$ cat src/rtl/qkd_mem_port_arbiter.sv
// Two-requester round-robin arbiter in front of one on-chip memory slave port:
// bounded lock bursts, registered command issue and owner-tagged read return.
module qkd_mem_port_arbiter #(
  parameter int ADDR_W       = 11,
  parameter int DATA_W       = 16,
  parameter int READ_LATENCY = 1,
  parameter int MAX_BURST    = 8
) (
  input  logic                clk_clk,
  input  logic                reset_reset,
  input  logic                rq0_valid,
  output logic                rq0_ready,
  input  logic                rq0_write,
  input  logic                rq0_lock,
  input  logic [ADDR_W-1:0]   rq0_address,
  input  logic [DATA_W-1:0]   rq0_writedata,
  input  logic [DATA_W/8-1:0] rq0_byteenable,
  output logic                rq0_rvalid,
  output logic [DATA_W-1:0]   rq0_rdata,
  input  logic                rq1_valid,
  output logic                rq1_ready,
  input  logic                rq1_write,
  input  logic                rq1_lock,
  input  logic [ADDR_W-1:0]   rq1_address,
  input  logic [DATA_W-1:0]   rq1_writedata,
  input  logic [DATA_W/8-1:0] rq1_byteenable,
  output logic                rq1_rvalid,
  output logic [DATA_W-1:0]   rq1_rdata,
  output logic [ADDR_W-1:0]   mem_s1_address,
  output logic                mem_s1_clken,
  output logic                mem_s1_chipselect,
  output logic                mem_s1_write,
  output logic [DATA_W-1:0]   mem_s1_writedata,
  output logic [DATA_W/8-1:0] mem_s1_byteenable,
  input  logic [DATA_W-1:0]   mem_s1_readdata
);

  localparam int BE_W  = DATA_W / 8;
  localparam int CNT_W = $clog2(MAX_BURST + 1);
  localparam logic [CNT_W-1:0] CNT_MAX = CNT_W'(MAX_BURST);
  localparam logic [CNT_W-1:0] CNT_ONE = CNT_W'(1);

  logic                  rr_ptr_r;
  logic [CNT_W-1:0]      burst_cnt_r;
  logic                  ptr_valid_s;
  logic                  other_valid_s;
  logic                  cap_s;
  logic                  grant_s;
  logic                  win_s;
  logic                  sel_write_s;
  logic                  sel_lock_s;
  logic [ADDR_W-1:0]     sel_addr_s;
  logic [DATA_W-1:0]     sel_wdata_s;
  logic [BE_W-1:0]       sel_be_s;
  logic [READ_LATENCY:0] tag_valid_r;
  logic [READ_LATENCY:0] tag_owner_r;
  logic                  ret_valid_s;
  logic                  ret_owner_s;
  logic                  cs_r;
  logic                  we_r;
  logic                  clken_r;
  logic [ADDR_W-1:0]     addr_r;
  logic [DATA_W-1:0]     wdata_r;
  logic [BE_W-1:0]       be_r;
  logic                  rvalid0_r;
  logic                  rvalid1_r;
  logic [DATA_W-1:0]     rdata0_r;
  logic [DATA_W-1:0]     rdata1_r;

  // Winner selection: an expired burst yields to a waiting peer, else the favoured requester, else the other.
  always_comb begin
    ptr_valid_s   = rr_ptr_r ? rq1_valid : rq0_valid;
    other_valid_s = rr_ptr_r ? rq0_valid : rq1_valid;
    cap_s         = 1'b0;
    grant_s       = 1'b0;
    win_s         = rr_ptr_r;
    if (reset_reset) begin
      grant_s = 1'b0;
    end else if ((burst_cnt_r == CNT_MAX) && other_valid_s) begin
      cap_s   = 1'b1;
      grant_s = 1'b1;
      win_s   = ~rr_ptr_r;
    end else if (ptr_valid_s) begin
      grant_s = 1'b1;
      win_s   = rr_ptr_r;
    end else if (other_valid_s) begin
      grant_s = 1'b1;
      win_s   = ~rr_ptr_r;
    end else begin
      grant_s = 1'b0;
    end
  end

  assign rq0_ready = grant_s & ~win_s;
  assign rq1_ready = grant_s & win_s;

  // Beat multiplexer: fields of the winning requester.
  always_comb begin
    if (win_s) begin
      sel_write_s = rq1_write;
      sel_lock_s  = rq1_lock;
      sel_addr_s  = rq1_address;
      sel_wdata_s = rq1_writedata;
      sel_be_s    = rq1_byteenable;
    end else begin
      sel_write_s = rq0_write;
      sel_lock_s  = rq0_lock;
      sel_addr_s  = rq0_address;
      sel_wdata_s = rq0_writedata;
      sel_be_s    = rq0_byteenable;
    end
  end

  // Round-robin pointer and burst counter; a locked winner keeps priority until capped.
  always_ff @(posedge clk_clk or posedge reset_reset) begin
    if (reset_reset) begin
      rr_ptr_r    <= 1'b0;
      burst_cnt_r <= {CNT_W{1'b0}};
    end else if (!grant_s) begin
      burst_cnt_r <= {CNT_W{1'b0}};
    end else if (!sel_lock_s) begin
      rr_ptr_r    <= ~win_s;
      burst_cnt_r <= {CNT_W{1'b0}};
    end else begin
      rr_ptr_r <= win_s;
      if (cap_s) begin
        burst_cnt_r <= {CNT_W{1'b0}};
      end else if (win_s != rr_ptr_r) begin
        burst_cnt_r <= CNT_ONE;
      end else if (burst_cnt_r != CNT_MAX) begin
        burst_cnt_r <= burst_cnt_r + CNT_ONE;
      end else begin
        burst_cnt_r <= burst_cnt_r;
      end
    end
  end

  // Command issue register: one chipselect cycle per beat, payload held while idle.
  always_ff @(posedge clk_clk or posedge reset_reset) begin
    if (reset_reset) begin
      clken_r <= 1'b0;
      cs_r    <= 1'b0;
      we_r    <= 1'b0;
      addr_r  <= {ADDR_W{1'b0}};
      wdata_r <= {DATA_W{1'b0}};
      be_r    <= {BE_W{1'b0}};
    end else begin
      clken_r <= 1'b1;
      cs_r    <= grant_s;
      we_r    <= grant_s & sel_write_s;
      if (grant_s) begin
        addr_r  <= sel_addr_s;
        wdata_r <= sel_wdata_s;
        be_r    <= sel_be_s;
      end
    end
  end

  assign ret_valid_s = tag_valid_r[READ_LATENCY];
  assign ret_owner_s = tag_owner_r[READ_LATENCY];

  // Read tag pipeline; the oldest stage lines up with readdata and routes it to its owner.
  always_ff @(posedge clk_clk or posedge reset_reset) begin
    if (reset_reset) begin
      tag_valid_r <= {(READ_LATENCY + 1){1'b0}};
      tag_owner_r <= {(READ_LATENCY + 1){1'b0}};
      rvalid0_r   <= 1'b0;
      rvalid1_r   <= 1'b0;
      rdata0_r    <= {DATA_W{1'b0}};
      rdata1_r    <= {DATA_W{1'b0}};
    end else begin
      tag_valid_r <= {tag_valid_r[READ_LATENCY-1:0], grant_s & ~sel_write_s};
      tag_owner_r <= {tag_owner_r[READ_LATENCY-1:0], win_s};
      rvalid0_r   <= ret_valid_s & ~ret_owner_s;
      rvalid1_r   <= ret_valid_s & ret_owner_s;
      if (ret_valid_s && !ret_owner_s) begin
        rdata0_r <= mem_s1_readdata;
      end
      if (ret_valid_s && ret_owner_s) begin
        rdata1_r <= mem_s1_readdata;
      end
    end
  end

  assign mem_s1_clken      = clken_r;
  assign mem_s1_chipselect = cs_r;
  assign mem_s1_write      = we_r;
  assign mem_s1_address    = addr_r;
  assign mem_s1_writedata  = wdata_r;
  assign mem_s1_byteenable = be_r;
  assign rq0_rvalid        = rvalid0_r;
  assign rq1_rvalid        = rvalid1_r;
  assign rq0_rdata         = rdata0_r;
  assign rq1_rdata         = rdata1_r;

endmodule

$ cat config.mk
export PLATFORM = sky130hd
export DESIGN_NAME = qkd_mem_port_arbiter
export DESIGN_NICKNAME = d
export VERILOG_FILES = /design/src/rtl/qkd_mem_port_arbiter.sv
export SDC_FILE = /design/constraint.sdc
export NUM_CORES = 1
export LEC_CHECK = 0
export ABC_AREA = 1
export BUFFER_PORTS_ARGS = -buffer_cell sky130_fd_sc_hd__buf_4
export CORE_ASPECT_RATIO = 0.9
export CORE_MARGIN = 2
export CORE_UTILIZATION = 42
export CTS_CLUSTER_DIAMETER = 100
export DETAILED_ROUTE_END_ITERATION = 10
export PLACE_DENSITY = 0.83
export SLEW_MARGIN = 15
export SYNTH_ARGS = -nofsm -noshare
export SYNTH_HDL_FRONTEND = slang
export SYNTH_SLANG_ARGS = --single-unit
$ cat constraint.sdc
create_clock -name clk_clk -period 3.45 [get_ports clk_clk]
set_input_delay 0.5175 -clock clk_clk [delete_from_list [all_inputs] [get_ports clk_clk]]
set_output_delay 0.5175 -clock clk_clk [all_outputs]
set_load 0.005 [all_outputs]
# == After elaboration in Yosys (flattened, before gate mapping) ==
# Cells that the tools add are included.
# word_totals
reg_bits,75
input_bits,82
output_inout_bits,68
elab_cells,56
# classes
n_addsub,1
eq_ne,4
mux,23
bitwise_logic,10
reduce_logical,4
# ops
op,count
4-bit two-way mux,5
16-bit two-way mux,1
1-bit two-way mux,15
11-bit two-way mux,1
1-bit bitwise AND,6
"5-bit by 3-bit inequality test with 1-bit output, second input constant",1
"4-bit by 1-bit adder with 4-bit output, second input constant",1
"4-bit equality test, second input constant",1
"4-bit inequality test, second input constant",1
1-bit NOT,4
1-bit logical AND,3
2-bit two-way mux,1
1-bit zero test,1
1-bit inequality test,1

# == Logic depth before layout (Yosys ltp) ==
# Gate-level depths: netlist of the first run.
# logic_depth
ltp_word,10
depth_mapped,13

# == Least setup slack after synthesis of the first run ==
# No wires, ideal clock.
# synth_timing
path_kind,input to output
from,in reset_reset
to,out rq0_ready
arrival_time_ns,3.006
setup_slack_ns,-0.074
path_stages,6
path_buffers,1
path_cell_list,inv_1 -> o21ai_2 -> inv_1 -> nand2_2 -> inv_4 -> buf_6
# synth_rtl
item,line_no,rtl
from (decl),10,"input logic reset_reset,"
1-bit two-way mux,77,if (reset_reset) begin
named net grant_s,48,logic grant_s;
1-bit bitwise AND,94,assign rq0_ready = grant_s & ~win_s;
to (decl),12,"output logic rq0_ready,"
# The timed path passes the listed nets, and every way through them passes these cells.

# == Final worst setup path of the first run ==
# layout_timing
from,reg burst_cnt_r[0]
to,out rq1_ready
# layout_via
elab_chain_len,5
# layout_lines
item,line_no,rtl
from (decl),44,logic [CNT_W-1:0] burst_cnt_r;
from (signal assigned),118,burst_cnt_r <= {CNT_W{1'b0}};
from (signal assigned),120,burst_cnt_r <= {CNT_W{1'b0}};
from (signal assigned),123,burst_cnt_r <= {CNT_W{1'b0}};
4-bit equality test *,79,end else if ((burst_cnt_r == CNT_MAX) && other_valid_s) begin
1-bit logical AND *,79,
1-bit two-way mux,79,
1-bit two-way mux,77,
1-bit bitwise AND *,95,assign rq1_ready = grant_s & win_s;
to (decl),21,"output logic rq1_ready,"
# Every way passes the cells marked *; elsewhere a longest branch is shown, timed or not.

==> results of run 1 <==
==> metal layers <==
layer  share of wire  vias to the layer above  GRT usage  wire length (um)
met5               0                        -          0                 0
met4           0.019                        0     0.0743               155
met3           0.079                       25     0.0442               632
met2            0.47                      147      0.304              3790
met1            0.43                     1333      0.243              3430
li1                -                     1412          -                 -
==> cell usage after synthesis (3+ instances only) <==
cell type | n | share of area
sky130_fd_sc_hd__buf_6 | 6 | 0.021
sky130_fd_sc_hd__nand2_2 | 12 | 0.023
sky130_fd_sc_hd__o21ai_0 | 35 | 0.054
sky130_fd_sc_hd__nand2_1 | 123 | 0.14
sky130_fd_sc_hd__nor2_1 | 6 | 0.0070
sky130_fd_sc_hd__clkbuf_1 | 9 | 0.010
sky130_fd_sc_hd__nand3_1 | 36 | 0.056
sky130_fd_sc_hd__inv_1 | 30 | 0.035
sky130_fd_sc_hd__nand2_4 | 4 | 0.014
sky130_fd_sc_hd__dfrtp_1 | 75 | 0.58
sky130_fd_sc_hd__nor3_1 | 3 | 0.0046
==> per-stage QoR <==
stage | setup slack [ns] | cell area [sq um] | instances | hold slack, ns
after floorplan | 0.479 | 3240 | 358 | 0.331
after global placement | 1.13 | 4380 | 590 | 0.337
after detailed placement | 1.01 | 4380 | 590 | 0.340
after CTS | 0.762 | 4580 | 606 | 0.355
after global routing | 0.645 | 4580 | 606 | 0.365
final | 0.781 | 4580 | 606 | 0.353
==> flip-flops by register name (all words and copies together), names as in the netlist <==
signal / count
rq0_rdata: 16
tag_valid_r: 2
mem_s1_chipselect: 1
tag_owner_r: 2
mem_s1_write: 1
mem_s1_address: 11
rr_ptr_r: 1
mem_s1_clken: 1
mem_s1_writedata: 16
rq1_rvalid: 1
burst_cnt_r: 4
mem_s1_byteenable: 2
rq1_rdata: 16
rq0_rvalid: 1
==> cell families after synthesis <==
| logic type | synth area share |
|---|---|
| other | 0.00116 |
| xor gates and xnor gates | 0.00541 |
| AOI/OAI and AO/OA | 0.0638 |
| buffers and inverters | 0.0761 |
| DFF | 0.580 |
| adders and majority gates | 0.00773 |
| and+or+nand+nor | 0.266 |
==> placed cells by master, fill, tap and decap left out <==
cell type and count:
sky130_fd_sc_hd__buf_4 152, sky130_fd_sc_hd__nand2_1 123, sky130_fd_sc_hd__dfrtp_1 75, sky130_fd_sc_hd__nand3_1 36
sky130_fd_sc_hd__o21ai_0 35, sky130_fd_sc_hd__inv_1 29, sky130_fd_sc_hd__nand2_2 12, sky130_fd_sc_hd__clkbuf_8 10
sky130_fd_sc_hd__nor2_1 6, sky130_fd_sc_hd__nand2_4 4, sky130_fd_sc_hd__nor3_1 3, sky130_fd_sc_hd__clkinvlp_4 2
sky130_fd_sc_hd__inv_4 2, sky130_fd_sc_hd__nor2_4 2, sky130_fd_sc_hd__xor2_1 2, sky130_fd_sc_hd__a21oi_1 2
sky130_fd_sc_hd__ha_1 2, sky130_fd_sc_hd__clkinv_4 2, sky130_fd_sc_hd__clkinv_2 2, sky130_fd_sc_hd__o21ai_2 1
sky130_fd_sc_hd__o21bai_1 1, sky130_fd_sc_hd__nand3_2 1, sky130_fd_sc_hd__nand3_4 1, sky130_fd_sc_hd__nand4_1 1
sky130_fd_sc_hd__o21ai_1 1, sky130_fd_sc_hd__and2_1 1, sky130_fd_sc_hd__bufinv_16 1, sky130_fd_sc_hd__conb_1 1
==> final cells by class <==
type / count / share of cell area
Sequential cell: 75 / 0.409
Multi-Input combinational cell: 235 / 0.243
Timing Repair Buffer: 152 / 0.249
Clock inverter: 6 / 0.0142
Tap cell: 96 / 0.0262
Inverter: 32 / 0.0281
Clock buffer: 10 / 0.0300
==> worst paths after layout <==
check | startpoint | to | slack (ns) | cells past startpoint
min in group asynchronous | reset_reset | rr_ptr_r | 0.59 | 3
worst min-delay path | tag_valid_r[0] | tag_valid_r[1] | 0.35 | 0
worst max-delay path | burst_cnt_r[0] | rq1_ready | 0.78 | 10
max in group asynchronous | reset_reset | rq0_rdata[5] | 2.26 | 3
worst min register to register | tag_valid_r[0] | tag_valid_r[1] | 0.35 | 0
worst max register to register | burst_cnt_r[0] | mem_s1_writedata[4] | 1.54 | 11
==> worst register-to-register path, cell delays in order, from the launching register on <==
cell                      delay (ns)
sky130_fd_sc_hd__dfrtp_1        0.41
sky130_fd_sc_hd__inv_1          0.09
sky130_fd_sc_hd__ha_1           0.14
sky130_fd_sc_hd__nand2_1        0.08
sky130_fd_sc_hd__nor2_4         0.19
sky130_fd_sc_hd__nand3_2        0.15
sky130_fd_sc_hd__nand3_4        0.12
sky130_fd_sc_hd__nand2_4        0.08
sky130_fd_sc_hd__nor2_4         0.08
sky130_fd_sc_hd__buf_4          0.29
sky130_fd_sc_hd__nand2_1        0.09
sky130_fd_sc_hd__nand3_1        0.11
==> power by group <==
part | internal [mW] | switching (mW)
clock network | 0.354 | 0.316
logic | 0.435 | 0.331
registers | 1.11 | 0.139
total | 1.90 | 0.786
==> metrics.sh, run 1 <==
STATUS='completed'
TRITONCTS='done'
RSZ0062_AT_GRT='no'
CTS.HTREE.LEVELS=3
ACHIEVABLE-FREQUENCY_MHz=375
TIMING_MAX_TRANSITION_VIOLATIONS_FINAL=0
LAYOUT_MIN_CYCLE_TIME_NS=2.67
WARNINGS_SYNTHESIS=0
CLOCK_TREE.ROOT_CELL='sky130_fd_sc_hd__clkbuf_8'
WORSTPATHARRIVAL_NS=2.15
PORT-BUFFER-COUNT=149
ROWS=30
FINAL.SETUP.TNS_NS=0
CLOCK_SINK_COUNT=75
START_UTIL=0.431
CRITICAL_PATH_PEAK_FANOUT=30
MAPPEDNETLISTNETS=442
SYNTH_ENABLE_FLOP_CELLS=0
POSTCTSSETUPBUFFERS=0
CRITICAL_PATH.MAX_STAGE_DELAY_NS=0.41
IOS=150
POWER_mW=2.68
DIEWIDTH_UM=96.6
GLOBALROUTE.TOTALOVERFLOW=0
SEQ_AREA_FRAC_SYNTH=0.580
FINALCRITPERIODSHARE=0.774
CRIT_REQUIRED_NS=2.93
POST_ROUTE_CELLS_DRIVE_ABOVE_1_SHARE=0.376
FINAL-SETUP-VIOL-COUNT=0
NUMBER_OF_GLOBAL_ROUTE_VIAS_BEFORE_REPAIR=2626
GLOBAL_PLACEMENT_ROUTABILITY_CONGESTION=0.809
GRTUSAGETOTAL=0.188
ANT_NETS=0
SYN-MEAN-INSTANCE-AREA_SQ_UM=9.04
GRT_ANTENNA_BEFORE_REPAIR=0
N_ANTENNA_CELL=0
FIN_SKEW_NS=0.00779
ASYNCSETRESETFLOPFRACSYNTH=1.00
DRT_WL_TOTAL_MM=8.02
MAX-SLEW-MARGIN-REL=0.374
FLOORPLAN.CORE_AREA_SQ_MM=0.00751
TIMING_WORST_SLEW_PIN_VALUE_NS=0.939
MAXCAPVIOLATIONS=0
CLK_LATENCY_NS=0.33
FINAL-SEQ-AREA_SQ_MM=0.00188
POST_CTS_RESIZE_COUNT=0
POSTSYNTHCELLCOUNT=358
CLKTRANSATPATHREGS_NS=0.08
DR.PASS1.ITERS=4
CP_SLOWEST_CELL='sky130_fd_sc_hd__dfrtp_1'
POSTSYNTH.TOPFLOPCELL='sky130_fd_sc_hd__dfrtp_1'
SYN-CELL-AREA_SQ_MM=0.00324
SYNTH.LIB_CELLS_USED.DISTINCT=25
SYNTH_SEQ_CELLS=75
DIE-AREA_SQ_MM=0.00843
POWER.IR.VDD_WORST_V=0.000191
LAYOUT.CORE_UTILIZATION=0.611
POST-DP-HPWL_MM=5.94
HOLDBUFCOUNTCTS=0
AREA_GROWTH_SYN_TO_LAYOUT_PCT=41.6
GRT_START_MAX_NET_PINS=78
CP_TOP_FAMILY='simple AND/OR/NAND/NOR gates'
TIMING.CRITICAL_PATH.CELLS='inv_1 -> ha_1 -> nand2_1 -> nor2_4 -> nand3_2 -> nand3_4 -> nand2_4 -> nor2_4 -> buf_4 -> buf_4'
P_PER_AREA_mW_PER_MM2=585
NETS=589
DETAIL_ROUTE.VIAS_PER_CELL=4.81
FILLERINSTANCES=648
DIE_HEIGHT_UM=87.3
DRT_ITER0_MARKERS=104
MULTI_INPUT_AREA_SQ_MM=0.00111
MIN_PATH_TYPE='flop to flop'
PATH_CLASS='flop to output port'
FINALHOLDVIOLATIONS=0
WL_PER_INSTANCE_UM=13.2
LEAKAGEPOWER_nW=2.45
END_KIND='output port'
SETUP.WORST_PATH.START_CLASS='flop'
VIAS=2917
PATH_BUF_INV=3
GRT_PASS1_WL_MM=12.0
CTS-BUFFERS-INSERTED=9
DRT_DRC_VIOLATIONS_LEFT=0
CLK_PATH_BUF_DEPTH=2
(Power assumes the default switching activity.)
==> run 2, diff against run 1 <==
- clock period: 3.45 -> 2.4 ns (I/O delays scaled with it)
==> metrics.sh, run 2 (same netlist as run 1, synthesis figures left out) <==
START_UTIL=0.431  # unchanged
ANT_NETS=0  # unchanged
DRT_ITER0_MARKERS=105  # +0.96%
NETSW_mW=1.17  # +50%
DR.PASS1.ITERS=7  # +3
WL_PER_INSTANCE_UM=13.1  # -1.0%
GRT_PASS1_WL_MM=12.7  # +5.5%
LAYOUT.CELLS.MOST_COMMON='sky130_fd_sc_hd__buf_4'
CLKTRANSATPATHREGS_NS=0.08  # about the same
CLK_PATH_BUF_DEPTH=2  # unchanged
FILLERINSTANCES=659  # +1.7%
SWSHARE=0.311  # +0.0175
PLACED_CELLS=592  # +0.34%
CP_SLOWEST_CELL='sky130_fd_sc_hd__dfrtp_1'
VIAS=2948  # +1.1%
TOP_USAGE_LAYER='met2'
CRIT_REQUIRED_NS=2.04  # -0.89 ns
POST-DP-HPWL_MM=6.01  # +1.2%
HOLDBUFCOUNTCTS=0  # unchanged
ACHIEVABLE-FREQUENCY_MHz=442
SETUP.WORST_PATH.START_CLASS='flop'
DRT_DRC_VIOLATIONS_LEFT=0  # unchanged
P_PER_AREA_mW_PER_MM2=825  # +41%
POST_CTS_RESIZE_COUNT=0  # unchanged
FINALHOLDVIOLATIONS=0  # unchanged
SHARE_SEQ_OF_TOTAL_POWER=0.476  # +0.011
NETS=591  # +0.34%
IOS=150  # unchanged
ROWS=30  # unchanged
GRT_ANTENNA_BEFORE_REPAIR=0  # unchanged
TRITONCTS='done'
GLOBALROUTE.TOTALOVERFLOW=0  # unchanged
DIE_HEIGHT_UM=87.3  # unchanged
MIN_PATH_TYPE='primary input to asynchronous set/reset pin'
FLOORPLAN.CORE_AREA_SQ_MM=0.00751  # unchanged
RSZ0062_AT_GRT='no'
GRT_START_MAX_NET_PINS=40  # -49%
STATUS='completed'
REGTOREGENDPOINT='mem_s1_address[9]'
MOST-COMMON-LAYOUT-CELLS='154 x sky130_fd_sc_hd__buf_4, 123 x sky130_fd_sc_hd__nand2_1, 75 x sky130_fd_sc_hd__dfrtp_1'
CRITICAL_PATH.REG2REG.STARTPOINT='burst_cnt_r[0]'
LAYOUT.CORE_UTILIZATION=0.611  # about the same
POSTCTSSETUPBUFFERS=0  # unchanged
MAX-SLEW-MARGIN-REL=0.372  # -0.00177
SHARE_OF_TOTAL_POWER_IN_COMBINATIONAL_LOGIC=0.291  # +0.005
AREA_GROWTH_SYN_TO_LAYOUT_PCT=41.7  # about the same
DIEWIDTH_UM=96.6  # unchanged
NUMBER_OF_GLOBAL_ROUTE_VIAS_BEFORE_REPAIR=2838  # +8.1%
GRT_USE_MET2=0.336  # +0.0322
POWER.IR.VDD_WORST_V=0.000318  # +66%
INTERNAL-POWER_mW=2.61  # +38%
FINALCRITPERIODSHARE=0.943
POWER.CLOCK.FRACTION=0.233  # -0.017
LEAKAGEPOWER_nW=2.45  # -0.23%
PORT-BUFFER-COUNT=149  # unchanged
GLOBAL_PLACEMENT_ROUTABILITY_CONGESTION=0.792  # -2.2%
GLOBALROUTEMET1UTIL=0.241  # -0.00156
CTS-BUFFERS-INSERTED=9  # unchanged
DETAIL_ROUTE.VIAS_PER_CELL=4.85  # +0.73%
TIMING_MAX_TRANSITION_VIOLATIONS_FINAL=0  # unchanged
LAYOUT_MIN_CYCLE_TIME_NS=2.26
TIMING.CRITICAL_PATH.CELLS='inv_1 -> ha_1 -> nand2_1 -> nor2_4 -> nand3_2 -> nand3_4 -> nand2_4 -> nand2_2 -> inv_4 -> buf_4'
CLOCK_TREE.ROOT_CELL='sky130_fd_sc_hd__clkbuf_8'
TIMING_WORST_SLEW_PIN_VALUE_NS=0.940  # +0.000385 ns
GRT_USE_MET3=0.0442  # unchanged
WORSTPATHARRIVAL_NS=1.90  # -0.25 ns
N_ANTENNA_CELL=0  # unchanged
CRITICAL_PATH_PEAK_FANOUT=6  # -80%
LAYOUT.CELLS.NON_FILLER=608  # +0.33%
END_KIND='output port'
CRITICAL_PATH.MAX_STAGE_DELAY_NS=0.42  # about the same
DIE-AREA_SQ_MM=0.00843  # unchanged
FIN_SKEW_NS=0.0113  # +0.00351 ns
CTS.HTREE.LEVELS=3  # unchanged
FINAL-SETUP-VIOL-COUNT=0  # unchanged
CLOCK_SINK_COUNT=75  # unchanged
DRT_WL_TOTAL_MM=7.96  # -0.67%
CLK_LATENCY_NS=0.35  # +0.02 ns
PATH_CLASS='flop to output port'
GRTUSAGETOTAL=0.196  # +0.00884
MAXCAPVIOLATIONS=0  # unchanged
CELL_COUNT_OF_THE_WORST_REG_TO_REG_PATH=13  # +2
POST_ROUTE_CELLS_DRIVE_ABOVE_1_SHARE=0.381  # +0.00439
WORST-R2R-SETUP-SLACK_NS=0.35  # -1.19 ns
run 2: changes by cell type in the layout (fill, tap and decap cells not counted), sizes merged:
cell / delta
buf: +2
bufinv: -1
clkbuf: -1
clkinv: -2
clkinvlp: +1
inv: +3
run 2: final cells by class:
cell class	instances	area, sq um	area share
Clock buffer	9	124	0.0270
Clock inverter	7	58.8	0.0128
Inverter	32	129	0.0281
Multi-Input combinational cell	235	1120	0.245
Sequential cell	75	1880	0.409
Tap cell	96	120	0.0262
Timing Repair Buffer	154	1160	0.252
run 2: metal layers:
| metal | vias up | wire length, um |
|---|---|---|
| met2 | 125 | 3890 |
| met4 | 0 | 122 |
| li1 | 1421 | - |
| met3 | 12 | 651 |
| met1 | 1390 | 3300 |
| met5 | - | 0 |
run 2: worst max-delay path by stage:
stage                              start           endpoint  depth (start not counted)
final                     burst_cnt_r[0]          rq0_ready                         10
after global routing      burst_cnt_r[0]          rq0_ready                         10
after CTS                 burst_cnt_r[0]          rq0_ready                         10
after detailed placement       rq0_valid  mem_s1_address[9]                          8
after global placement         rq0_valid  mem_s1_address[0]                          8
after floorplan              reset_reset          rq0_ready                          6
run 2: through the flow:
step	power [mW]	hold slack, ns	setup TNS, ns	worst slack (ns)	cell area (sq um)
floorplan	2.23	0.331	-0.250	-0.127	3250
global placement	2.89	0.334	0	0.435	4400
detailed placement	2.94	0.337	0	0.335	4400
CTS	3.83	0.121	0	0.123	4590
global route	4.05	0.139	0	0.0199	4590
finish	3.78	0.124	0	0.136	4590
run 2: power by group through the flow:
stage,Combinational [mW],Sequential [mW],Clock (mW)
3_5_place_dp,1.13,1.81,0
2_1_floorplan,0.420,1.81,0
3_3_place_gp,1.08,1.81,0
5_1_grt,1.25,1.84,0.967
6_report,1.10,1.80,0.881
4_1_cts,1.12,1.80,0.910
run 2: worst max-delay path: cells and delay by family (launching register included):
kind	cells	cell delay (ns)
buffers and inverters	3	0.26
DFF	1	0.42
and+or+nand+nor	6	0.73
adders and majority gates	1	0.16
